**src/rtl/matmul2x2_mult_sequencer.sv**
```systemverilog
// matmul2x2_mult_sequencer
//
// Computes the 2x2 by 2x2 unsigned matrix product C = A x B on one shared
// combinational IN_W x IN_W multiplier. Eight operand nibbles are loaded
// (A00 A01 A10 A11 B00 B01 B10 B11). The eight partial products then run
// through the multiplier, one per cycle, into four accumulators. The four
// results are streamed out in the order C00, C01, C10, C11.
//
// Ports:
//   clk, rst_n          clock (rising edge), asynchronous active-low reset
//   clr                 synchronous abort back to LOAD
//   in_valid/in_ready   operand nibble handshake, data on in_nibble
//   mul_a, mul_b        operands driven to the external multiplier
//   mul_p               product from the multiplier (same cycle)
//   out_valid/out_ready result handshake, data on out_data, index {i,j} on out_idx
//   busy                high while computing or presenting results
//   done                one-cycle pulse after the last result is accepted
module matmul2x2_mult_sequencer #(
    parameter int unsigned IN_W  = 4,
    parameter int unsigned ACC_W = 9
) (
    input  logic              clk,
    input  logic              rst_n,
    input  logic              clr,
    input  logic              in_valid,
    input  logic [IN_W-1:0]   in_nibble,
    output logic              in_ready,
    output logic [IN_W-1:0]   mul_a,
    output logic [IN_W-1:0]   mul_b,
    input  logic [2*IN_W-1:0] mul_p,
    output logic              out_valid,
    output logic [ACC_W-1:0]  out_data,
    output logic [1:0]        out_idx,
    input  logic              out_ready,
    output logic              busy,
    output logic              done
);

    // The sum of two full-scale products needs one bit beyond the product width.
    if (ACC_W < 2 * IN_W + 1) begin : g_bad_acc_w
        $error("ACC_W must be at least 2*IN_W+1");
    end

    typedef enum logic [1:0] {StLoad, StCompute, StOutput} state_e;

    state_e                 state_q, state_d;
    logic [2:0]             cnt_q, cnt_d;
    logic [2:0]             step_q, step_d;
    logic [1:0]             idx_q, idx_d;
    logic                   done_q, done_d;
    // Operand slots 0..3 hold A (row-major), 4..7 hold B (row-major).
    logic [IN_W-1:0]        slot_q [8];
    logic [IN_W-1:0]        slot_d [8];
    logic [ACC_W-1:0]       acc_q  [4];
    logic [ACC_W-1:0]       acc_d  [4];

    logic [1:0]             step_e;
    logic                   step_k;
    logic [ACC_W-1:0]       prod_ext;

    // step = {i, j, k}: element e = {i, j}, inner index k.
    assign step_e   = step_q[2:1];
    assign step_k   = step_q[0];
    assign prod_ext = {{(ACC_W - 2 * IN_W){1'b0}}, mul_p};

    always_comb begin
        state_d = state_q;
        cnt_d   = cnt_q;
        step_d  = step_q;
        idx_d   = idx_q;
        done_d  = 1'b0;
        slot_d  = slot_q;
        acc_d   = acc_q;

        if (clr) begin
            state_d = StLoad;
            cnt_d   = '0;
            step_d  = '0;
            idx_d   = '0;
        end else begin
            unique case (state_q)
                StLoad: begin
                    if (in_valid) begin
                        slot_d[cnt_q] = in_nibble;
                        if (cnt_q == 3'd7) begin
                            cnt_d   = '0;
                            step_d  = '0;
                            state_d = StCompute;
                        end else begin
                            cnt_d = cnt_q + 3'd1;
                        end
                    end
                end
                StCompute: begin
                    if (step_k) begin
                        acc_d[step_e] = acc_q[step_e] + prod_ext;
                    end else begin
                        acc_d[step_e] = prod_ext;
                    end
                    if (step_q == 3'd7) begin
                        step_d  = '0;
                        idx_d   = '0;
                        state_d = StOutput;
                    end else begin
                        step_d = step_q + 3'd1;
                    end
                end
                StOutput: begin
                    if (out_ready) begin
                        if (idx_q == 2'd3) begin
                            idx_d   = '0;
                            done_d  = 1'b1;
                            state_d = StLoad;
                        end else begin
                            idx_d = idx_q + 2'd1;
                        end
                    end
                end
                default: state_d = StLoad;
            endcase
        end
    end

    always_ff @(posedge clk or negedge rst_n) begin
        if (!rst_n) begin
            state_q <= StLoad;
            cnt_q   <= '0;
            step_q  <= '0;
            idx_q   <= '0;
            done_q  <= 1'b0;
            slot_q  <= '{default: '0};
            acc_q   <= '{default: '0};
        end else begin
            state_q <= state_d;
            cnt_q   <= cnt_d;
            step_q  <= step_d;
            idx_q   <= idx_d;
            done_q  <= done_d;
            slot_q  <= slot_d;
            acc_q   <= acc_d;
        end
    end

    // All outputs decode registered state only.
    assign in_ready  = (state_q == StLoad);
    assign out_valid = (state_q == StOutput);
    assign busy      = (state_q != StLoad);
    assign done      = done_q;
    assign out_idx   = idx_q;
    assign out_data  = out_valid ? acc_q[idx_q] : '0;

    // mul_a = A[i][k] -> slot {0,i,k}; mul_b = B[k][j] -> slot {1,k,j}.
    assign mul_a = (state_q == StCompute) ? slot_q[{1'b0, step_q[2], step_q[0]}] : '0;
    assign mul_b = (state_q == StCompute) ? slot_q[{1'b1, step_q[0], step_q[1]}] : '0;

endmodule

```
**config.mk**
```make
export PLATFORM = sky130hd
export DESIGN_NAME = matmul2x2_mult_sequencer
export DESIGN_NICKNAME = d
export VERILOG_FILES = /design/src/rtl/matmul2x2_mult_sequencer.sv
export SDC_FILE = /design/constraint.sdc
export NUM_CORES = 1
export LEC_CHECK = 0
export CORE_ASPECT_RATIO = 1.2
export CORE_MARGIN = 2
export CORE_UTILIZATION = 39
export DETAILED_ROUTE_END_ITERATION = 8
export PLACE_DENSITY = 0.65
export SYNTH_ARGS = -nofsm -noshare
export SYNTH_HDL_FRONTEND = slang
export SYNTH_SLANG_ARGS = --single-unit
export TNS_END_PERCENT = 1
```
**constraint.sdc**
```tcl
create_clock -name clk -period 5.3 [get_ports clk]
set_input_delay 0.53 -clock clk [delete_from_list [all_inputs] [get_ports clk]]
set_output_delay 0.53 -clock clk [all_outputs]
set_load 0.03 [all_outputs]
```
* After elaboration in Yosys (flattened, before gate mapping) *
Index checks and enable logic that the tools add are counted.

cells by class
  add/sub/neg operators = 4
  reduce and logical (&&, ||, !) cells = 14
  bitwise gates (word level) = 6
  muxes and demuxes = 48
  order comparisons = 7
  equality and inequality tests = 10

operators with widths
  operator             number
  $bwmux 36            2
  $mux 9               6
  $bmux 9 s2           2
  $mux 36              1
  $bwmux 32            1
  $mux 4               7
  $bmux 4 s3           2
  $mux 3               8
  $mux 2               10
  $demux 9 s2          1
  $demux 4 s3          1
  $ge 4x4->1 const B   3
  $add 9x8->9          1
  $ne 3x2->1 const B   3
  $reduce_and 3->1     3
  $not 3->4            2
  $add 3x1->3 const B  2
  $eq 3x3->1 const B   2
  $ge 3x3->1 const B   2
  $ne 3x3->1 const B   2
  $not 2->3            2
  $pmux 2 s3           1
  $pmux 3 s2           1
  $reduce_bool 2->1    3
  other kinds (14)     21

word-level totals
  output and inout port bits = 23
  input port bits = 17
  register bits = 79
  word-level logic and storage cells = 106

* Longest topological paths before layout *
  word-level depth = 7
  depth in mapped cells = 10

* Least setup slack after synthesis *
Ideal clock, no wire load.

  kind = register to register
  from = register step_q[2]
  to = register acc_q[26] in the netlist's numbering
  path buffers = 2
  period minus slack after synthesis = 3.032 ns
  stages on the path, launching flop included = 11
  setup slack = 2.268 ns
  arrival time = 2.907 ns
  library setup time = 0.125 ns
  path through = dfrtp_1 -> clkbuf_1 -> clkbuf_1 -> mux4_2 -> ha_1 -> fa_1 -> nand3_1 -> a21oi_1 -> or3_1 -> and3_4 -> mux2_2

between the ends
  longest elaborated chain between the ends = 7
  elaborated cells on any way between the ends = 13

RTL lines
  element                                                                   RTL line  RTL
  start: declaration                                                        48        logic [2:0] step_q, step_d;
  start signal: assignment                                                  136       step_q <= step_d;
  $not 2->3 (not written as such) *                                         96, 98
  $bmux 9 s2 (tied with other cells)                                        96        acc_d[step_e] = acc_q[step_e] + prod_ext;
  $mux 9 (not written as such) / $logic_and 1x1->1 (equally long branches)  96, 98
  $mux 9, on equally long branches                                          96, 98
  $add 9x8->9 / $demux 9 s2 (equally long branches)                         96, 98
  $bwmux 36, on equally long branches                                       96, 98
  $mux 36 *                                                                 95        if (step_k) begin
  end signal: assignment                                                    132       acc_q <= '{default: '0};
  end signal: assignment                                                    140       acc_q <= acc_d;
  end: declaration                                                          54        logic [ACC_W-1:0] acc_q [4];

Every way passes the cells marked *; elsewhere a longest branch is shown, timed or not. The select of a mux whose other input is x is not followed.
A chain may end at the register's enable or synchronous reset.

* Worst setup path after layout *
  from = register step_q[1]
  to = register acc_q[8] in the netlist's numbering

Same word-level chain as after synthesis.

==> key figures <==
Drt
  • WL per Instance: 17.9 µm
  • DRT Pass-1 Iters: 4
  • Antenna violation net count after detailed routing: 0
  • 1st-iter DRT viols: 177
  • Post-DR vias/cell: 5.50
  • DRC viols: 0
  • WL final: 9.35 mm
  • DR vias: 2872

GRT
  • Wire length of the first global-routing pass: about 16 mm
  • Gr ovfl total: 0
  • Largest net degree at the start of global routing: 80
  • Number of global-route vias before repair: between 2000 and 3000
  • All-Layer GR Usage: 17.1%
  • Initial antenna violation count: 0

Synth
  • Synth Area in Adders: 4.24%
  • Synth Cell Area: 0.00431 mm²
  • Mux contribution to synthesized area: 25.4%
  • Syn Area/Cell: between 10 and 15 µm²
  • Mapped Nets: 385
  • FFs w/ async S/R, synth: 100%
  • Seq/Total Area, Yosys: roughly 46%
  • Synth Area in Compound Gates: 7.75%
  • Post-synth EDFFs: 0
  • Xor and xnor area share after synthesis: 0.610%
  • Post-synth top flop: dfrtp_1
  • Simple-gate share of the synthesized area: a little over an eighth
  • #FFs+latches synth: 79
  • Yosys warns: 0
  • Post-synth cell types: 43
  • Mapped Cells: 354
  • Largest family of logic cells by synthesized area: multiplexers

Place
  • Dpl cell area: around 0.0048 mm²
  • Final Wtd Congestion: 0.855
  • DP HPWL: 6.36 mm
  • Buffers added on ports: 39

Clocking
  • Max clock buf depth: 2
  • # Post-CTS Setup Buffers: 0
  • CTS Hold Bufs: 0
  • TritonCTS buffer count: 9
  • Root Buffer: clkbuf_16
  • CTS sink count: 79
  • Clock Latency Late Sink: 0.33 ns
  • CTS HTree Levels: 3
  • Clock slew at reported path FFs: 0.06 ns
  • CTS tree: done
  • Post-CTS sizing: 0

Critical path
  • Arr. time, crit path: 3.64 ns
  • Worst Path Required: 5.51 ns
  • Critical path cell sequence: mux4_2 > ha_1 > fa_1 > nand3_1 > a21oi_1 > or3_1 > and3_4 > mux2_2
  • Crit Path Class: register to register
  • Setup crit start kind: register
  • Max stage delay on crit path: 1.01 ns
  • Crit end category: register
  • Crit Path Max Fanout: 19
  • Slowest library cell on the worst path: dfrtp_1

Power and ir drop
  • Tot Pwr: 1390 µW
  • Max rail drop VDD: 0.168 mV
  • Pwr Density: 274 mW/mm²
  • P_leak: 0.00225 µW

STA
  • Final setup viols: 0
  • Post-layout min period: 3.43 ns
  • Fin. Hold Viols: 0
  • Slew HR: 24.0%
  • Slew at the pin with the worst max-slew slack: 1.13 ns
  • Highest Clock Rate: a little under 300 MHz
  • Worst clock skew: 0.00507 ns
  • Fin crit share: 64.7%
  • Fin Setup TNS: 0 ns
  • RSZ-0062 raised after global routing: false
  • Fin. max-slew vios: 0

Floorplan
  • I/O pin count: 40
  • Die W: about 100 µm
  • Die H: 119 µm
  • Core Area: 0.0109 mm²
  • Starting density of the core: between 30% and 40%
  • Die ar.: between 0.01 and 0.015 mm²
  • Cell row count: 42

Finish
  • Commonest non-fill, non-tap cell in the layout: dfrtp_1
  • Nets@finish: 416
  • Final instance area: between 0.005 and 0.006 mm²
  • Commonest cells after routing, fill and taps aside: 79 x dfrtp_1, 38 x clkdlybuf4s50_1, 37 x mux2_2, 31 x a21oi_1, 29 x nor2_1
  • Antenna Cells: 0
  • Fraction of layout cells with a size suffix above 1: 22.8%
  • Layout area overhead: 17.7%

Min path
  • Tightest Hold Check Type: input pin to asynchronous set/reset pin

Outcome
  • Status: finished, final reports clean

Flow run
  • Max_cap viols: 0
## kinds of logic after synthesis
logic type | Yosys count
AND/OR/NAND/NOR | 103
AO/OA/AOI/OAI | 59
buffers and inverters | 25
flip-flops | 79
adder cells (fa/ha/maj) | 14
multiplexers | 71
XOR/XNOR | 3
## worst paths after layout
path                                           to                    from  cells past startpoint  slack, ns
max in group asynchronous  slot_q[29]$_DFFE_PN0P_                   rst_n                      1       4.29
min in group clk           slot_q[19]$_DFFE_PN0P_  slot_q[19]$_DFFE_PN0P_                      1       0.50
setup reg to reg             acc_q[8]$_DFFE_PN0P_   step_q[1]$_DFFE_PN0P_                      8       1.87
hold / removal              acc_q[20]$_DFFE_PN0P_                   rst_n                      1       0.36
setup / recovery             acc_q[8]$_DFFE_PN0P_   step_q[1]$_DFFE_PN0P_                      8       1.87
hold reg to reg            slot_q[19]$_DFFE_PN0P_  slot_q[19]$_DFFE_PN0P_                      1       0.50
## critical path: cells and delay by family (launching register included)
family	cells	cell delay [ns]
mux	2	0.87
simple gates	3	0.70
fa+ha+maj	2	0.64
compound gates	1	0.09
flops	1	1.01
## per-layer routing
layer  routed length, µm  GRT usage [%]  up-vias  part of all wire (%)
met1                4120           23.0     1445                    44
met2                4870           28.3       49                    52
met5                   0              0        -                     0
met3                 230           2.64       13                   2.5
met4                 135           6.16        0                   1.4
li1                    -              -     1365                     -
## layout make-up
| class | count | area (µm²) |
|---|---|---|
| sequential | 79 | 1980 |
| tap | 132 | 165 |
| inverter | 6 | 22.5 |
| multi-input combinational | 250 | 2210 |
| fill | 971 | 5800 |
| clock inverter | 6 | 68.8 |
| clock buffer | 10 | 239 |
| timing repair buffer | 39 | 388 |
## flip-flops by register name, indices dropped and copies added (netlist names)
| name | count |
|---|---|
| acc_q | 36 |
| slot_q | 32 |
| cnt_q | 3 |
| state_q | 2 |
| out_idx | 2 |
| step_q | 3 |
| done | 1 |
## per-stage QoR
step	std cells	setup slack (ns)	utilization [%]	hold slack [ns]
floorplan	354	2.27	-	0.234
finish	522	1.87	46.7	0.360
global route	522	1.64	46.7	0.447
CTS	522	1.82	46.7	0.408
detailed placement	506	1.83	43.8	0.494
global placement	506	1.91	43.8	0.477
## where the power goes
| part | leakage [µW] | total, µW | switching [µW] | internal, µW |
|---|---|---|---|---|
| clock network | 0.000149 | 631 | 251 | 380 |
| logic | 0.00105 | 104 | 46.6 | 57.5 |
| registers | 0.00106 | 655 | 18.5 | 637 |
| total | 0.00225 | 1390 | 316 | 1070 |
## cells in the mapped netlist, types with 5 or more instances
cell type / count / area [µm²]
buf_2: 8 / 40.0
clkbuf_1: 7 / 26.3
ha_1: 13 / 163
mux2i_1: 8 / 80.1
inv_1: 6 / 22.5
mux4_2: 23 / 518
nand3_1: 5 / 25.0
mux2_2: 37 / 417
nand2_1: 22 / 82.6
o21ai_0: 14 / 70.1
dfrtp_1: 79 / 1980
nor2_1: 29 / 109
a21oi_1: 31 / 155
and2_1: 17 / 106
Power figures use the tool's default switching activity.
